<file path="src/rtl/if_stage_pkg.sv">
// Shared fetch/decode definitions: NOP encoding, reset PC, fetch FSM states,
// next-PC selector and instruction field bit positions.
package if_stage_pkg;

  localparam logic [15:0] NOP_INSTR_DEF = 16'h0800;
  localparam logic [15:0] RESET_PC_DEF  = 16'h0000;

  // Instruction field positions, shared with the decoder
  localparam int OP_HI   = 15;
  localparam int OP_LO   = 11;
  localparam int RS1_HI  = 10;
  localparam int RS1_LO  = 8;
  localparam int RS2_HI  = 7;
  localparam int RS2_LO  = 5;
  localparam int RS3_HI  = 4;
  localparam int RS3_LO  = 2;
  localparam int LOP_HI  = 4;
  localparam int LOP_LO  = 0;

  typedef enum logic {
    FETCH = 1'b0,
    HOLD  = 1'b1
  } state_t;

  typedef enum logic [1:0] {
    PC_HOLD   = 2'd0,
    PC_SEQ    = 2'd1,
    PC_BRANCH = 2'd2,
    PC_JUMP   = 2'd3
  } pc_sel_t;

endpackage

</file>
<file path="src/rtl/if_stage_if.sv">
// Instruction-memory read bus between the fetch stage (master) and memory (slave).
interface if_stage_if;
  logic        imem_req;
  logic [15:0] imem_addr;
  logic [15:0] imem_data;
  logic        imem_ready;

  modport master (output imem_req, output imem_addr, input imem_data, input imem_ready);
  modport slave  (input imem_req, input imem_addr, output imem_data, output imem_ready);
endinterface

</file>
<file path="src/rtl/if_stage_pc_reg.sv">
// Program counter with next-PC mux (hold / sequential / branch / jump).
module if_stage_pc_reg
  import if_stage_pkg::*;
#(
  parameter logic [15:0] RESET_PC = RESET_PC_DEF
) (
  input  logic        clk,
  input  logic        rst,
  input  pc_sel_t     sel,
  input  logic [15:0] branch_target,
  input  logic [15:0] jump_target,
  output logic [15:0] pc,
  output logic [15:0] pc_inc
);

  // Natural 16-bit wrap: FFFF + 1 -> 0000
  assign pc_inc = pc + 16'd1;

  always_ff @(posedge clk) begin
    if (!rst) begin
      pc <= RESET_PC;
    end else begin
      unique case (sel)
        PC_SEQ:    pc <= pc_inc;
        PC_BRANCH: pc <= branch_target;
        PC_JUMP:   pc <= jump_target;
        default:   pc <= pc;
      endcase
    end
  end

endmodule

</file>
<file path="src/rtl/if_stage.sv">
// Instruction fetch stage: drives the imem bus, owns the IF/ID register and
// buffers one fetched word while the hazard unit stalls.
module if_stage
  import if_stage_pkg::*;
#(
  parameter logic [15:0] RESET_PC  = RESET_PC_DEF,
  parameter logic [15:0] NOP_INSTR = NOP_INSTR_DEF
) (
  input  logic            clk,
  input  logic            rst,
  input  logic            stall,
  input  logic            branch_taken,
  input  logic [15:0]     branch_target,
  input  logic            jump,
  input  logic [15:0]     jump_target,
  if_stage_if.master      imem,
  output logic [15:0]     instr,
  output logic [15:0]     pc_out,
  output logic [4:0]      OP,
  output logic [2:0]      RegIn1,
  output logic [2:0]      RegIn2,
  output logic [2:0]      RegIn3,
  output logic [4:0]      LastOp,
  output logic            valid
);

  state_t      state, state_nxt;
  pc_sel_t     pc_sel;
  logic [15:0] pc, pc_inc;
  logic [15:0] buf_instr, buf_pc;
  logic        redirect, fetch_done;

  assign redirect   = jump | branch_taken;
  // Ready is only meaningful while a request is outstanding
  assign fetch_done = (state == FETCH) && imem.imem_ready;

  always_comb begin
    pc_sel = PC_HOLD;
    if (jump)             pc_sel = PC_JUMP;
    else if (branch_taken) pc_sel = PC_BRANCH;
    else if (fetch_done)   pc_sel = PC_SEQ;
  end

  if_stage_pc_reg #(.RESET_PC(RESET_PC)) u_pc_reg (
    .clk           (clk),
    .rst           (rst),
    .sel           (pc_sel),
    .branch_target (branch_target),
    .jump_target   (jump_target),
    .pc            (pc),
    .pc_inc        (pc_inc)
  );

  always_ff @(posedge clk) begin
    if (!rst) state <= FETCH;
    else      state <= state_nxt;
  end

  always_comb begin
    state_nxt = state;
    if (redirect) begin
      state_nxt = FETCH;
    end else begin
      unique case (state)
        FETCH:   if (fetch_done && stall) state_nxt = HOLD;
        HOLD:    if (!stall)              state_nxt = FETCH;
        default: state_nxt = FETCH;
      endcase
    end
  end

  always_comb begin
    imem.imem_req  = rst && (state == FETCH);
    imem.imem_addr = pc;
  end

  // IF/ID register and the single-entry stall buffer
  always_ff @(posedge clk) begin
    if (!rst) begin
      instr     <= NOP_INSTR;
      pc_out    <= RESET_PC;
      valid     <= 1'b0;
      buf_instr <= NOP_INSTR;
      buf_pc    <= RESET_PC;
    end else if (redirect) begin
      instr <= NOP_INSTR;
      valid <= 1'b0;
    end else if (state == FETCH) begin
      if (imem.imem_ready) begin
        if (stall) begin
          buf_instr <= imem.imem_data;
          buf_pc    <= pc_inc;
        end else begin
          instr  <= imem.imem_data;
          pc_out <= pc_inc;
          valid  <= 1'b1;
        end
      end else if (!stall) begin
        instr <= NOP_INSTR;
        valid <= 1'b0;
      end
    end else if (!stall) begin
      instr  <= buf_instr;
      pc_out <= buf_pc;
      valid  <= 1'b1;
    end
  end

  assign OP     = instr[OP_HI:OP_LO];
  assign RegIn1 = instr[RS1_HI:RS1_LO];
  assign RegIn2 = instr[RS2_HI:RS2_LO];
  assign RegIn3 = instr[RS3_HI:RS3_LO];
  assign LastOp = instr[LOP_HI:LOP_LO];

endmodule
</file>
<file path="src/flat_wrapper.sv">
// flat-port wrapper written by rule: the top's interface ports become plain ports
module if_stage_flat import if_stage_pkg::*;
#(
  parameter logic [15:0] RESET_PC  = RESET_PC_DEF,
  parameter logic [15:0] NOP_INSTR = NOP_INSTR_DEF
)
  (clk, rst, stall, branch_taken, branch_target, jump, jump_target, instr, pc_out, OP, RegIn1, RegIn2, RegIn3, LastOp, valid, imem_imem_req, imem_imem_addr, imem_imem_data, imem_imem_ready);
  if_stage_if imem_i ();
  input  logic clk;
  input  logic rst;
  input  logic stall;
  input  logic branch_taken;
  input  logic [15:0] branch_target;
  input  logic jump;
  input  logic [15:0] jump_target;
  output logic [15:0] instr;
  output logic [15:0] pc_out;
  output logic [4:0] OP;
  output logic [2:0] RegIn1;
  output logic [2:0] RegIn2;
  output logic [2:0] RegIn3;
  output logic [4:0] LastOp;
  output logic valid;
  output wire logic [$bits(imem_i.imem_req)-1:0] imem_imem_req;
  output wire logic [$bits(imem_i.imem_addr)-1:0] imem_imem_addr;
  input wire logic [$bits(imem_i.imem_data)-1:0] imem_imem_data;
  input wire logic [$bits(imem_i.imem_ready)-1:0] imem_imem_ready;
  assign imem_imem_req = imem_i.imem_req;
  assign imem_imem_addr = imem_i.imem_addr;
  assign imem_i.imem_data = imem_imem_data;
  assign imem_i.imem_ready = imem_imem_ready;
  if_stage #(.RESET_PC(RESET_PC), .NOP_INSTR(NOP_INSTR)) u_core (.clk(clk), .rst(rst), .stall(stall), .branch_taken(branch_taken), .branch_target(branch_target), .jump(jump), .jump_target(jump_target), .imem(imem_i), .instr(instr), .pc_out(pc_out), .OP(OP), .RegIn1(RegIn1), .RegIn2(RegIn2), .RegIn3(RegIn3), .LastOp(LastOp), .valid(valid));
endmodule
</file>
<file path="config.mk">
export PLATFORM = sky130hd
export DESIGN_NAME = if_stage_flat
export DESIGN_NICKNAME = d
export VERILOG_FILES = /design/src/rtl/if_stage_pkg.sv /design/src/rtl/if_stage_if.sv /design/src/rtl/if_stage_pc_reg.sv /design/src/rtl/if_stage.sv /design/src/flat_wrapper.sv
export SDC_FILE = /design/constraint.sdc
export NUM_CORES = 1
export LEC_CHECK = 0
export ABC_AREA = 0
export CAP_MARGIN = 20
export CORE_MARGIN = 1.5
export CORE_UTILIZATION = 45
export DETAILED_ROUTE_END_ITERATION = 8
export PLACE_DENSITY = 0.77
export SYNTH_ARGS = -nofsm -noshare
export SYNTH_HDL_FRONTEND = slang
export SYNTH_SLANG_ARGS = --single-unit
</file>
<file path="constraint.sdc">
create_clock -name clk -period 2.35 [get_ports clk]
set_input_delay 0.3525 -clock clk [delete_from_list [all_inputs] [get_ports clk]]
set_output_delay 0.3525 -clock clk [all_outputs]
set_load 0.005 [all_outputs]
</file>
# == After elaboration in Yosys (flattened, before gate mapping) ==
# Cells that the tools add are included.
# word_totals
ff_bits,82
input_bits,54
out_inout_bits,69
elab_cells,46
# op_classes
n_addsub,1
eq_ne,6
n_mux,20
n_bitwise,4
reduce_logical,8
# op_table
cell,n
2-to-1 mux 16 bit,9
case mux 16 bit (3 select lines),1
adder 16 x 1 -> 16 bit (second input constant),1
AND reduction 4 bit,2
2-to-1 mux 1 bit,7
== test 2 bit (second input constant),2
2-to-1 mux 2 bit,2
!= test 2 bit (second input constant),2
logical AND 1 bit,3
!= test 3 x 1 -> 1 bit (second input constant),1
NOT 1 bit,3
nonzero test 3 bit,1
== test 2 x 1 -> 1 bit (second input constant),1
case mux 1 bit (2 select lines),1
nonzero test 2 bit,1
OR reduction 2 bit,1
bitwise OR 1 bit,1

# == Logic depth before layout (Yosys ltp) ==
# logic_depth
depth_word,7
ltp_mapped,7

# == Cells and area by module ==
# From an unflattened synthesis, not the netlist that was laid out.
# hier_totals
hier_cells,474
hier_area_um2,4344.2
# by_module_without_submodules
module,instances,cells_per_inst,area_each_um2
if_stage,1,321,2999.1
if_stage_pc_reg,1,153,1345.0

# == Worst setup path after synthesis ==
# OpenSTA, ideal clock, no wires.
# synth_timing
path_type,reg-to-reg
startpoint,register u_core.u_pc_reg.pc[0]
endpoint,register u_core.pc_out[8]
setup_ns,0.096
arrival_ns,1.641
t_required_ns,2.254
path_slack_ns,0.614
stages_incl_launch_ff,8
synth_period_minus_slack_ns,1.736
cell_sequence,dfxtp_1 ha_1 and3_1 buf_2 nand3_1 xor2_1 nor2b_1 o41ai_2
# synth_via
elab_chain_cells,4
# synth_rtl
element,line,source
from (decl),if_stage_pc_reg.sv:12,"output logic [15:0] pc,"
from (signal assigned),if_stage_pc_reg.sv:24,PC_SEQ: pc <= pc_inc;
from (signal assigned),if_stage_pc_reg.sv:25,PC_BRANCH: pc <= branch_target;
from (signal assigned),if_stage_pc_reg.sv:26,PC_JUMP: pc <= jump_target;
adder 16 x 1 -> 16 bit,if_stage_pc_reg.sv:17,assign pc_inc = pc + 16'd1;
2-to-1 mux 16 bit,if_stage.sv:90,if (stall) begin
2-to-1 mux 16 bit,if_stage.sv:89,if (imem.imem_ready) begin
2-to-1 mux 16 bit,if_stage.sv:88,end else if (state == FETCH) begin
to (signal assigned),if_stage.sv:95,pc_out <= pc_inc;
to (signal assigned),if_stage.sv:104,pc_out <= buf_pc;
to (decl),if_stage.sv:18,"output logic [15:0] pc_out,"
# No other way between the ends. The select of a mux whose other input is x is not followed.
# A chain may end at the register's enable or synchronous reset.

# == Final worst setup path ==
# layout_timing
startpoint,input port rst
endpoint,output port imem_imem_req
# layout_via
elab_chain_cells,1
# layout_rtl
element,line,source
from (decl),flat_wrapper.sv:10,input logic rst;
logical AND 1 bit,if_stage.sv:73,imem.imem_req = rst && (state == FETCH);
to (decl),flat_wrapper.sv:24,output wire logic [$bits(imem_i.imem_req)-1:0] imem_imem_req;
# No other way between the ends.

==> metrics.txt <==
post-route ant nets 0; leakage component of the power 1.941 nW; clock tree from TritonCTS yes; category of the most critical setup path primary input to output port; data arrival time of the critical path 1680 ps; max_slew headroom 0.7002; share of the yosys chip area belonging to registers 0.4034; reg2reg end u_core.pc_out[8]; Finish-stage setup viols 0; die area 9622 um^2; combined area of the multi-input logic cells 2069 um^2; worst setup path end imem_imem_req; Max Root-Sink Buffers 2; power per unit of standard cell area 551.0 nW/um^2; largest fanout on the critical path 2; kind of launch point of the worst setup path primary input; Port Buf Inserts 122; syn_nets 571; post-route clock skew 10.12 ps; DP Wirelength 7868 um; maximum capacitance violations 0; commonest non-fill, non-tap cell in the layout sky130_fd_sc_hd__clkdlybuf4s50_1; achievable frequency 0.4908 GHz; worst-case vdd ir drop 367.9 uV; layout cell share with drive strength beyond 1 0.07480; TritonCTS Sinks 82; number of remaining DRC errors 0; aggregate global routing overflow 0; setup repair after global routing missed its margin no; WHS 457.6 ps; Compound-Gate Fraction of Synth Area 0.2113; run status completed; floorplan die width 98.09 um; height of the die 98.09 um; Synth Area in Simple Gates 0.2414; Setup TNS 0 ps; clock-pin slew on the worst setup and hold paths 80 ps; first drt pass iteration count 4; Site Rows 34; sort of element at the end of the critical path output port; Register-to-Register Path Depth 6; Post-layout nets 666; share of flip-flops with an asynchronous set or reset after synthesis 0; adder and majority cell fraction of the synthesized area 0.003075; Std-Cell Core Area 8721 um^2; most frequent cells in the layout sky130_fd_sc_hd__clkdlybuf4s50_1, sky130_fd_sc_hd__dfxtp_1, sky130_fd_sc_hd__a21oi_1; number of CTS-inserted buffers 9; cell count after placement 708; number of buffers added for setup after CTS 0; Avg Synthesized Cell Area 7.885 um^2; synth-to-layout area growth 34.75%; wire length per cell 15.12 um; H-tree level count 3; maximum number of pins on one net before global-route repair 41; count of cells resized by post-cts repair 0; placer congestion estimate 0.8493; Starting Density 0.4666; count of flip-flops with a built-in enable after synthesis 0; number of synthesized register bits 82; number of antenna violations at the first check in global routing 0; type of the tightest min-delay check flip-flop to flip-flop; routed wire length 10930 um; vias per inst 5.396; final number of max-transition violations 0; Yosys cell types 53; number of fillers in the final layout 753; proportion of synthesized area in mux cells 0.009840; hold-fix buffers at CTS 0; combinational family with the most area after synthesis simple AND/OR/NAND/NOR gates; source of the critical timing path rst; Synth Area in XOR/XNOR 0.04305; number of top-level pins 123; dominant register cell in the synthesized netlist sky130_fd_sc_hd__dfxtp_1; cell area after synthesis 4069 um^2; required time at the endpoint of the critical path 2000 ps; via count 3901; GRT Overall Usage 0.2288; total number of yosys warnings 0; pin slew with the least headroom to its limit 449.7 ps; Syn Inst Count 516; antenna fix cells 0; Starting DRT DRC Count 257; post-layout instance count excluding filler cells 723; clock network latency to the later pin of the worst-skew pair 350 ps; reg-to-reg critical path startpoint u_core.u_pc_reg.pc[1]; clock tree root driver cell sky130_fd_sc_hd__clkbuf_8; Fin. Hold Viols 0; fraction of the cycle the final worst path needs 0.8670; sequential cell area in the final layout 1643 um^2; wire length of the first global-routing pass 17930 um; flop-to-flop setup slack 340 ps; time the final worst path needs with I/O delays and setup 2037 ps; number of global-route vias before repair 3729
[registers in the layout (all words and copies together) (netlist names)]
name                count
u_core.buf_instr       16
u_core.buf_pc          16
u_core.instr           16
u_core.pc_out          16
u_core.u_pc_reg.pc     16
u_core.state            1
u_core.valid            1
[worst min path at each step]
stage,end,slack [ps],from,cells after the start
2_1_floorplan,u_core.buf_pc[1],440,u_core.buf_pc[1],2
3_3_place_gp,u_core.buf_pc[1],440,u_core.buf_pc[1],2
3_5_place_dp,u_core.buf_instr[8],450,u_core.buf_instr[8],2
4_1_cts,u_core.buf_instr[3],460,u_core.buf_instr[3],2
5_1_grt,u_core.buf_instr[3],480,u_core.buf_instr[3],2
6_report,u_core.buf_instr[3],460,u_core.buf_instr[3],2
[cells in the mapped netlist (3+ instances only)]
library cell | instances | share of area
sky130_fd_sc_hd__dfxtp_1 | 82 | 0.40
sky130_fd_sc_hd__a21oi_1 | 78 | 0.096
sky130_fd_sc_hd__nand2_1 | 73 | 0.067
sky130_fd_sc_hd__nor2_1 | 45 | 0.042
sky130_fd_sc_hd__clkbuf_1 | 23 | 0.021
sky130_fd_sc_hd__o21ai_0 | 23 | 0.028
sky130_fd_sc_hd__buf_4 | 21 | 0.039
sky130_fd_sc_hd__nand3_1 | 17 | 0.021
sky130_fd_sc_hd__nand3b_1 | 17 | 0.031
sky130_fd_sc_hd__buf_2 | 13 | 0.016
sky130_fd_sc_hd__xor2_1 | 13 | 0.028
sky130_fd_sc_hd__nor2b_1 | 10 | 0.015
sky130_fd_sc_hd__a211oi_1 | 8 | 0.015
sky130_fd_sc_hd__inv_1 | 8 | 0.0074
sky130_fd_sc_hd__nor3_1 | 7 | 0.0086
sky130_fd_sc_hd__xnor2_1 | 7 | 0.015
sky130_fd_sc_hd__o221ai_1 | 6 | 0.013
sky130_fd_sc_hd__and3_1 | 5 | 0.0077
sky130_fd_sc_hd__o22ai_1 | 5 | 0.0077
sky130_fd_sc_hd__mux2i_1 | 4 | 0.0098
sky130_fd_sc_hd__nand2b_1 | 4 | 0.0061
sky130_fd_sc_hd__o211ai_1 | 4 | 0.0074
sky130_fd_sc_hd__o31ai_1 | 4 | 0.0074
sky130_fd_sc_hd__nand4_1 | 3 | 0.0046
[worst max-delay path, stage by stage]
cell and delay (ps):
sky130_fd_sc_hd__clkdlybuf4s50_1 540, sky130_fd_sc_hd__inv_1 80, sky130_fd_sc_hd__nor2_1 180, sky130_fd_sc_hd__clkdlybuf4s50_1 540
[layer usage]
metal | routed length (um) | GRT usage | share of wire | up-vias
met1 | 4880 | 0.2885 | 0.45 | 1792
li1 | - | - | - | 1961
met5 | 0 | 0 | 0 | -
met2 | 5299 | 0.3851 | 0.48 | 137
met4 | 105 | 0.07473 | 0.0096 | 0
met3 | 649 | 0.05440 | 0.059 | 11
[logic make-up (layout without fill, tap and decap cells)]
logic type / count (synthesis) / count (layout)
mux: 4 / 4
buf+inv: 68 / 167
simple gates: 196 / 196
fa+ha+maj: 1 / 1
compound gates: 145 / 145
flops: 82 / 82
xor+xnor: 20 / 20
[power breakdown]
group | internal (W) | switching, W
Combinational | 0.000240 | 0.000205
Sequential | 0.00143 | 0.0000560
Clock | 0.000593 | 0.000492
[cell type report]
cell class / count / area share
tap: 108 / 0.02465
multi-input combinational: 366 / 0.3775
timing repair buffer: 144 / 0.2551
sequential: 82 / 0.2996
inverter: 8 / 0.005477
clock buffer: 10 / 0.02328
clock inverter: 5 / 0.01438
[metrics by stage]
step | utilization | cell area [um^2] | setup slack, ps | power [W]
after floorplan | - | 4069 | 613.8 | 0.001732
after global placement | 0.6050 | 5276 | 278.6 | 0.001953
after detailed placement | 0.6050 | 5276 | 227.7 | 0.001964
after CTS | 0.6287 | 5483 | 330.9 | 0.003045
after global routing | 0.6287 | 5483 | 217.0 | 0.003158
final | 0.6287 | 5483 | 312.6 | 0.003021
No activity file was read; power rests on OpenSTA's default activity.
